## src/rtl/mmio_uart_tx.sv

```systemverilog
// Memory-mapped 8N1 UART transmitter on the LSU data port.
// Stores push bytes into a TX FIFO that the serializer drains; loads return status and divisor.
module mmio_uart_tx #(
    parameter logic [31:0] BASE_ADDR  = 32'hF000_0000,
    parameter int          FIFO_DEPTH = 16,
    parameter logic [15:0] DIV_RESET  = 16'd868
) (
    input  logic        clk,
    input  logic        rst,
    input  logic        we,
    input  logic [31:0] addr,
    input  logic [31:0] w_data,
    output logic [31:0] r_data,
    output logic        tx,
    output logic        busy
);
    localparam int         AW      = $clog2(FIFO_DEPTH);
    localparam logic [AW:0] DEPTH_C = (AW + 1)'(FIFO_DEPTH);

    typedef enum logic [1:0] {S_IDLE, S_START, S_DATA, S_STOP} state_t;

    state_t          state_q;
    logic [7:0]      mem_q [FIFO_DEPTH];
    logic [AW-1:0]   wptr_q, rptr_q;
    logic [AW:0]     count_q, count_d;
    logic            ovf_q;
    logic [15:0]     div_q;
    logic [15:0]     bcnt_q;
    logic [2:0]      bit_q;
    logic [7:0]      shift_q;
    logic            tx_q;

    logic            hit, empty, full, push_req, push_ok, pop, status_wr, div_wr;
    logic [1:0]      off;
    logic [15:0]     reload;
    logic [8:0]      cnt9;
    logic            unused_ok;

    assign hit       = (addr[31:4] == BASE_ADDR[31:4]);
    assign off       = addr[3:2];
    assign empty     = (count_q == '0);
    assign full      = (count_q == DEPTH_C);
    assign push_req  = we & hit & (off == 2'd0);
    assign push_ok   = push_req & ~full;
    assign status_wr = we & hit & (off == 2'd1);
    assign div_wr    = we & hit & (off == 2'd2);
    assign pop       = (state_q == S_IDLE) & ~empty;
    assign reload    = div_q - 16'd1;
    assign cnt9      = 9'(count_q);
    assign tx        = tx_q;
    assign busy      = (state_q != S_IDLE) | ~empty;
    assign unused_ok = ^{addr[1:0], w_data[31:16], cnt9[8]};

    always_comb begin
        r_data = 32'd0;
        if (hit) begin
            case (off)
                2'd1:    r_data = {16'd0, cnt9[7:0], 4'd0, ovf_q, busy, empty, full};
                2'd2:    r_data = {16'd0, div_q};
                default: r_data = 32'd0;
            endcase
        end
    end

    always_comb begin
        count_d = count_q;
        if (push_ok && !pop)
            count_d = count_q + (AW + 1)'(1);
        else if (pop && !push_ok)
            count_d = count_q - (AW + 1)'(1);
    end

    // FIFO storage carries data only, so it needs no reset.
    always_ff @(posedge clk) begin
        if (push_ok)
            mem_q[wptr_q] <= w_data[7:0];
    end

    always_ff @(posedge clk or negedge rst) begin
        if (!rst) begin
            wptr_q  <= '0;
            rptr_q  <= '0;
            count_q <= '0;
            ovf_q   <= 1'b0;
            div_q   <= DIV_RESET;
        end else begin
            count_q <= count_d;
            if (push_ok)
                wptr_q <= wptr_q + AW'(1);
            if (pop)
                rptr_q <= rptr_q + AW'(1);
            if (push_req && full)
                ovf_q <= 1'b1;
            else if (status_wr && w_data[3])
                ovf_q <= 1'b0;
            if (div_wr)
                div_q <= (w_data[15:0] == 16'd0) ? 16'd1 : w_data[15:0];
        end
    end

    // tx is registered and set one cycle ahead of each bit so the line never glitches.
    always_ff @(posedge clk or negedge rst) begin
        if (!rst) begin
            state_q <= S_IDLE;
            bcnt_q  <= 16'd0;
            bit_q   <= 3'd0;
            shift_q <= 8'd0;
            tx_q    <= 1'b1;
        end else begin
            case (state_q)
                S_IDLE: begin
                    tx_q <= 1'b1;
                    if (!empty) begin
                        shift_q <= mem_q[rptr_q];
                        bcnt_q  <= reload;
                        tx_q    <= 1'b0;
                        state_q <= S_START;
                    end
                end
                S_START: begin
                    if (bcnt_q == 16'd0) begin
                        bit_q   <= 3'd0;
                        bcnt_q  <= reload;
                        tx_q    <= shift_q[0];
                        state_q <= S_DATA;
                    end else begin
                        bcnt_q <= bcnt_q - 16'd1;
                    end
                end
                S_DATA: begin
                    if (bcnt_q == 16'd0) begin
                        bcnt_q <= reload;
                        if (bit_q == 3'd7) begin
                            tx_q    <= 1'b1;
                            state_q <= S_STOP;
                        end else begin
                            shift_q <= shift_q >> 1;
                            bit_q   <= bit_q + 3'd1;
                            tx_q    <= shift_q[1];
                        end
                    end else begin
                        bcnt_q <= bcnt_q - 16'd1;
                    end
                end
                S_STOP: begin
                    if (bcnt_q == 16'd0)
                        state_q <= S_IDLE;
                    else
                        bcnt_q <= bcnt_q - 16'd1;
                end
                default: state_q <= S_IDLE;
            endcase
        end
    end
endmodule
```

## config.mk

```make
export PLATFORM = sky130hd
export DESIGN_NAME = mmio_uart_tx
export DESIGN_NICKNAME = d
export VERILOG_FILES = /design/src/rtl/mmio_uart_tx.sv
export SDC_FILE = /design/constraint.sdc
export NUM_CORES = 1
export LEC_CHECK = 0
export ABC_AREA = 1
export CORE_MARGIN = 5
export CORE_UTILIZATION = 50
export DETAILED_ROUTE_END_ITERATION = 10
export PLACE_DENSITY = 0.73
export SLEW_MARGIN = 0
export SYNTH_ARGS = -nofsm -noshare
export SYNTH_HDL_FRONTEND = slang
export SYNTH_SLANG_ARGS = --single-unit
```

## constraint.sdc

```tcl
create_clock -name clk -period 2.33 [get_ports clk]
set_clock_uncertainty 0.05 [all_clocks]
set_input_delay 0.466 -clock clk [delete_from_list [all_inputs] [get_ports clk]]
set_output_delay 0.466 -clock clk [all_outputs]
set_load 0.03 [all_outputs]
```

---- Word level (Yosys, flattened, before mapping) ----
Memories as Yosys holds them, arrays and structs flattened.
Index checks and enable logic that the tools add are counted.
cells by class
  $add $sub $neg .......................... 7
  eq/ne operators ......................... 15
  mux-type cells .......................... 32
  bitwise operators ....................... 9
  reduce and logical (&&, ||, !) cells .... 23
operators by type and width
  cell                                                                   number
  16-bit two-way mux                                                     4
  16-bit case mux with 3 select lines                                    1
  16-bit logical NOT                                                     2
  32-bit two-way mux                                                     1
  16-bit case mux with 2 select lines                                    1
  16-bit by 1-bit subtractor with 16-bit output (second input constant)  2
  28-bit == test (second input constant)                                 1
  8-bit two-way mux                                                      3
  8-bit case mux with 2 select lines                                     1
  2-bit != test (second input constant)                                  7
  2-bit two-way mux                                                      5
  5-bit two-way mux                                                      2
  2-bit nonzero test                                                     5
  3-bit two-way mux                                                      3
  4-bit by 1-bit adder with 4-bit output (second input constant)         2
  1-bit two-way mux                                                      8
  2-bit case mux with 4 select lines                                     1
  4-bit AND reduction                                                    2
  1-bit bitwise AND                                                      6
  2-bit == test (second input constant)                                  3
  3-bit case mux with 2 select lines                                     1
  5-bit by 1-bit adder with 5-bit output (second input constant)         1
  5-bit == test (second input constant)                                  1
  5-bit logical NOT                                                      1
  15 further kinds                                                       22
storage, ports and cells
  flip-flop bits (word level) ............. 60
  bits in writable memories ............... 128
  input bits .............................. 67
  output and inout port bits .............. 34
  memories ................................ 1
memory list
  name   words  bits a word  rd ports  clocked after memory_dff  wr ports  RTL line  source
  mem_q  16     8            1         0                         1         23        logic [7:0] mem_q [FIFO_DEPTH];

---- Depth between registers and ports, before layout ----
  word-level depth ........................ 8
  depth in mapped cells ................... 17

---- Worst setup path before layout ----
No wires, ideal clock.
  path kind ............................... input to register
  from .................................... input addr[19]
  to ...................................... register count_q[4]
  setup time .............................. 0.125 ns
  arrival time ............................ 2.493 ns
  required time ........................... 2.155 ns
  setup slack ............................. -0.339 ns
  stages .................................. 17
  path buffers ............................ 0
  cells stage by stage .................... nor2_1 nand2_1 nor2_1 nand2_1 nor3_4 nand4_1 inv_1 ha_1 inv_1 fa_1 a21oi_1 nor2_1 nor2_1 nand2_1 nand2_1 nor2_1 xor2_1
on the way
  cells in the longest elaborated chain, start to end .. 7
  elaborated cells between the ends (all ways) .. 9
RTL lines
  element                             RTL line  source
  start: declaration                  11        input logic [31:0] addr,
  28-bit == test (*)                  39        assign hit = (addr[31:4] == BASE_ADDR[31:4]);
  1-bit bitwise AND (*) (2 in a row)  43        assign push_req = we & hit & (off == 2'd0);
  1-bit bitwise AND (*)               44        assign push_ok = push_req & ~full;
  net push_ok                         33        logic hit, empty, full, push_req, push_ok, pop, status_wr, div_wr;
  1-bit logical NOT                   69        else if (pop && !push_ok)
  1-bit logical AND                   69
  2-bit nonzero test (no line)        -
  end signal: assignment              87        count_q <= count_d;
  end: declaration                    25        logic [AW:0] count_q, count_d;
The timed path passes the listed nets; every way through them passes the cells marked *.
A chain may end at the register's enable or synchronous reset.

---- Worst setup path in the final report ----
  from .................................... register count_q[1]
  to ...................................... output r_data[2]
on the way
  cells in the longest elaborated chain, start to end .. 5
RTL lines
  element                              RTL line  source
  5-bit logical NOT                    41        assign empty = (count_q == '0);
  1-bit inverter                       51        assign busy = (state_q != S_IDLE) | ~empty;
  1-bit OR                             51
  16-bit case mux with 2 select lines  57        case (off)
  32-bit two-way mux                   56        if (hit) begin
  end: declaration                     13        output logic [31:0] r_data,
No other way between the ends.

==> metrics <==
grt met3 use=0.0432; crit path cell chain=nor2_2 > nand3_1 > nor2_2 > buf_4 > nand2_4 > a22oi_2 > nor2_2 > buf_6; fill cell count=1526; core footprint=18700 um2; buffers added on ports=66; Root Driver=clkbuf_16; FP Rows=50; routability-driven placement congestion ratio=0.870; Remaining DRCs=0; routed vias=7737; gr ovfl total=0; failing checks=negative setup slack; non-filler cells, final=1415; clk buf depth=2; Max Freq=428 MHz; Synth Flop Type=edfxtp_1; LEAKAGE=0.00483 uW; CP top delay family=simple AND/OR/NAND/NOR gates; Worst-path clk slew=about 0.07 ns; RSZ-0062 raised after global routing=true; Peak VDD IR=601 uV; worst path bufs/invs=2; vias in the first global route=7324; WS Path Type=flip-flop to primary output; WHS=0.432 ns; Most Crowded Layer GR=met2; final wirelength=23600 um; largest net degree at the start of global routing=56; CTS sink cnt=~190; total number of yosys warnings=0; drt wl/cell=16.7 um; CTS tree=yes; relative slew slack=0.594; ANT cells=0; share of post-route cells with drive strength above 1=0.189; WP data arrival=1.82 ns; number of synthesized flops with an enable pin=between 100 and 150; register area share after synthesis=0.564; most common cell after layout, fill and taps aside=nand2_1; asr flop ratio synth=0.319; Max stage delay on crit path=0.39 ns; fin nets=1256; Avg Cell Area, Syn=9.12 um2; clk_lat worst skew=0.44 ns; part of the cycle the worst path needs=1.00; count of state elements after synthesis=188; Starting DRT DRC Count=718; PwrDens=589 nW/um2; initial antenna violation count=0; crit start category=flip-flop; placed cell count=roughly 1.4k; CP endpoint kind=primary output; post-route ant nets=0; IO Count=101; Worst Hold Class=flip-flop to flip-flop; min setup slack post-route=-0.00637 ns; P&R area growth vs syn=22.9%; Die Y=148 um; most frequent CP cell=nor2_2; Final Max Tran Viols=0; status=complete, but fails checks; Num CTS Buffers=17; Synth cell types=36; chip width=148 um; Synth Instances=1040; master of the slowest instance on the critical path=dfrtp_1; die footprint=21800 um2; Setup WS pre-CTS=-0.701 ns; detailed placement HPWL=around 16000 um; drt via density=5.47; Req. time, crit path=1.81 ns; drt pass-1 iters=5; met1 Usage GRT=0.286; most frequent cells in the layout=nand2_1 (221), nor2_1 (167), edfxtp_1 (128), o21ai_0 (89), buf_4 (88); Slew @ Worst Pin=0.603 ns; worst-path maximum fanout=2; Final Cell Area=11700 um2; gr usage total=0.216; final hold vios=0; Cell Area, Placed=10800 um2; max_cap viols=0; cell area after synthesis=9490 um2; final setup fails=2; grt met2 use=0.359; starting density of the core=0.507; fin crit period=around 2.3 ns; final core utilization=0.624; first-pass GRT wire length=37200 um; H-tree Lvls=4
logic make-up after synthesis:
group | Yosys count | share of synthesized area
buffers and inverters | 140 | 0.0665
adder cells (fa/ha/maj) | 21 | 0.0285
other | 1 | 0.000395
flip-flops | 188 | 0.564
AO/OA/AOI/OAI | 161 | 0.0953
XOR/XNOR | 23 | 0.0212
AND/OR/NAND/NOR | 506 | 0.224
through the flow:
stage / setup TNS, ns / total power [uW]
2_1_floorplan: -3.79 / 3720
3_3_place_gp: -32.98 / 3880
3_5_place_dp: -35.19 / 3880
4_1_cts: -0.0523 / 6880
5_1_grt: -0.621 / 7070
6_report: -0.0127 / 6870
worst min-delay path: stages (launching register included):
cell	delay, ns
dfstp_2	0.37
nand2_1	0.06
nand2_1	0.05
layer usage:
layer / part of all wire / routed length [um]
met4: 0.019 / 453
met1: 0.43 / 10100
met2: 0.48 / 11300
met3: 0.074 / 1740
met5: 0 / 0
report_power, final:
part,internal [uW],switching [uW],total (uW),leakage (uW)
clock network,1660,1400,3060,0.000312
logic,89.6,149,238,0.00271
registers,3570,0.000643,3570,0.00181
cell type report:
cell class | count | area, um2 | area share
clock inverters | 15 | 215 | 0.0184
well taps | 234 | 293 | 0.0251
inverters | 84 | 320 | 0.0275
clock buffers | 17 | 425 | 0.0365
flip-flops and latches | 188 | 5350 | 0.459
multi-input cells | 728 | 3830 | 0.328
repair buffers | 149 | 1230 | 0.105
sequential cells by signal, indices dropped and copies added, names as in the netlist:
register / flops
mem_q: 128
rptr_q: 4
bit_q: 3
state_q: 2
div_q: 16
ovf_q: 1
tx: 1
wptr_q: 4
bcnt_q: 16
shift_q: 8
count_q: 5
synthesized netlist by cell type (4+ instances only):
master,count,area share
xnor2_1,7,0.0065
dfrtp_1,54,0.14
clkbuf_1,19,0.0075
o211ai_1,31,0.025
o21ai_0,90,0.047
xor2_1,16,0.015
ha_1,20,0.026
o21ai_1,4,0.0021
buf_4,18,0.014
buf_2,10,0.0053
edfxtp_1,128,0.41
nand3_1,49,0.026
nor4_1,5,0.0033
nor2_1,173,0.068
nor2_2,4,0.0026
nand4_1,21,0.014
dfstp_2,6,0.017
inv_1,81,0.032
nor3_1,19,0.010
buf_1,6,0.0024
a21oi_1,31,0.016
nand2_1,224,0.089
repair_timing:
action                                  CTS  global route
pin swaps                                33            33
hold buffers                              1             0
gates resized for setup                  59            44
endpoints found under the setup margin   20            19
endpoints found under the hold margin    22             0
cloned                                    0             1
setup buffers                             6             4
path summary, 6_finish.rpt:
path	from	endpoint	slack, ns	cells past startpoint
max	count_q[1]$_DFFE_PN0P_	r_data[2]	-0.006	8
min	tx$_DFFE_PN1P_	tx$_DFFE_PN1P_	0.43	2
max reg2reg	count_q[1]$_DFFE_PN0P_	count_q[4]$_DFFE_PN0P_	-0.006	15
min reg2reg	tx$_DFFE_PN1P_	tx$_DFFE_PN1P_	0.43	2
max in group asynchronous	rst	rptr_q[0]$_DFFE_PN0P_	1.24	3
min in group asynchronous	rst	state_q[1]$_DFFE_PN0P_	0.51	3
No activity file was read; power rests on OpenSTA's default activity.
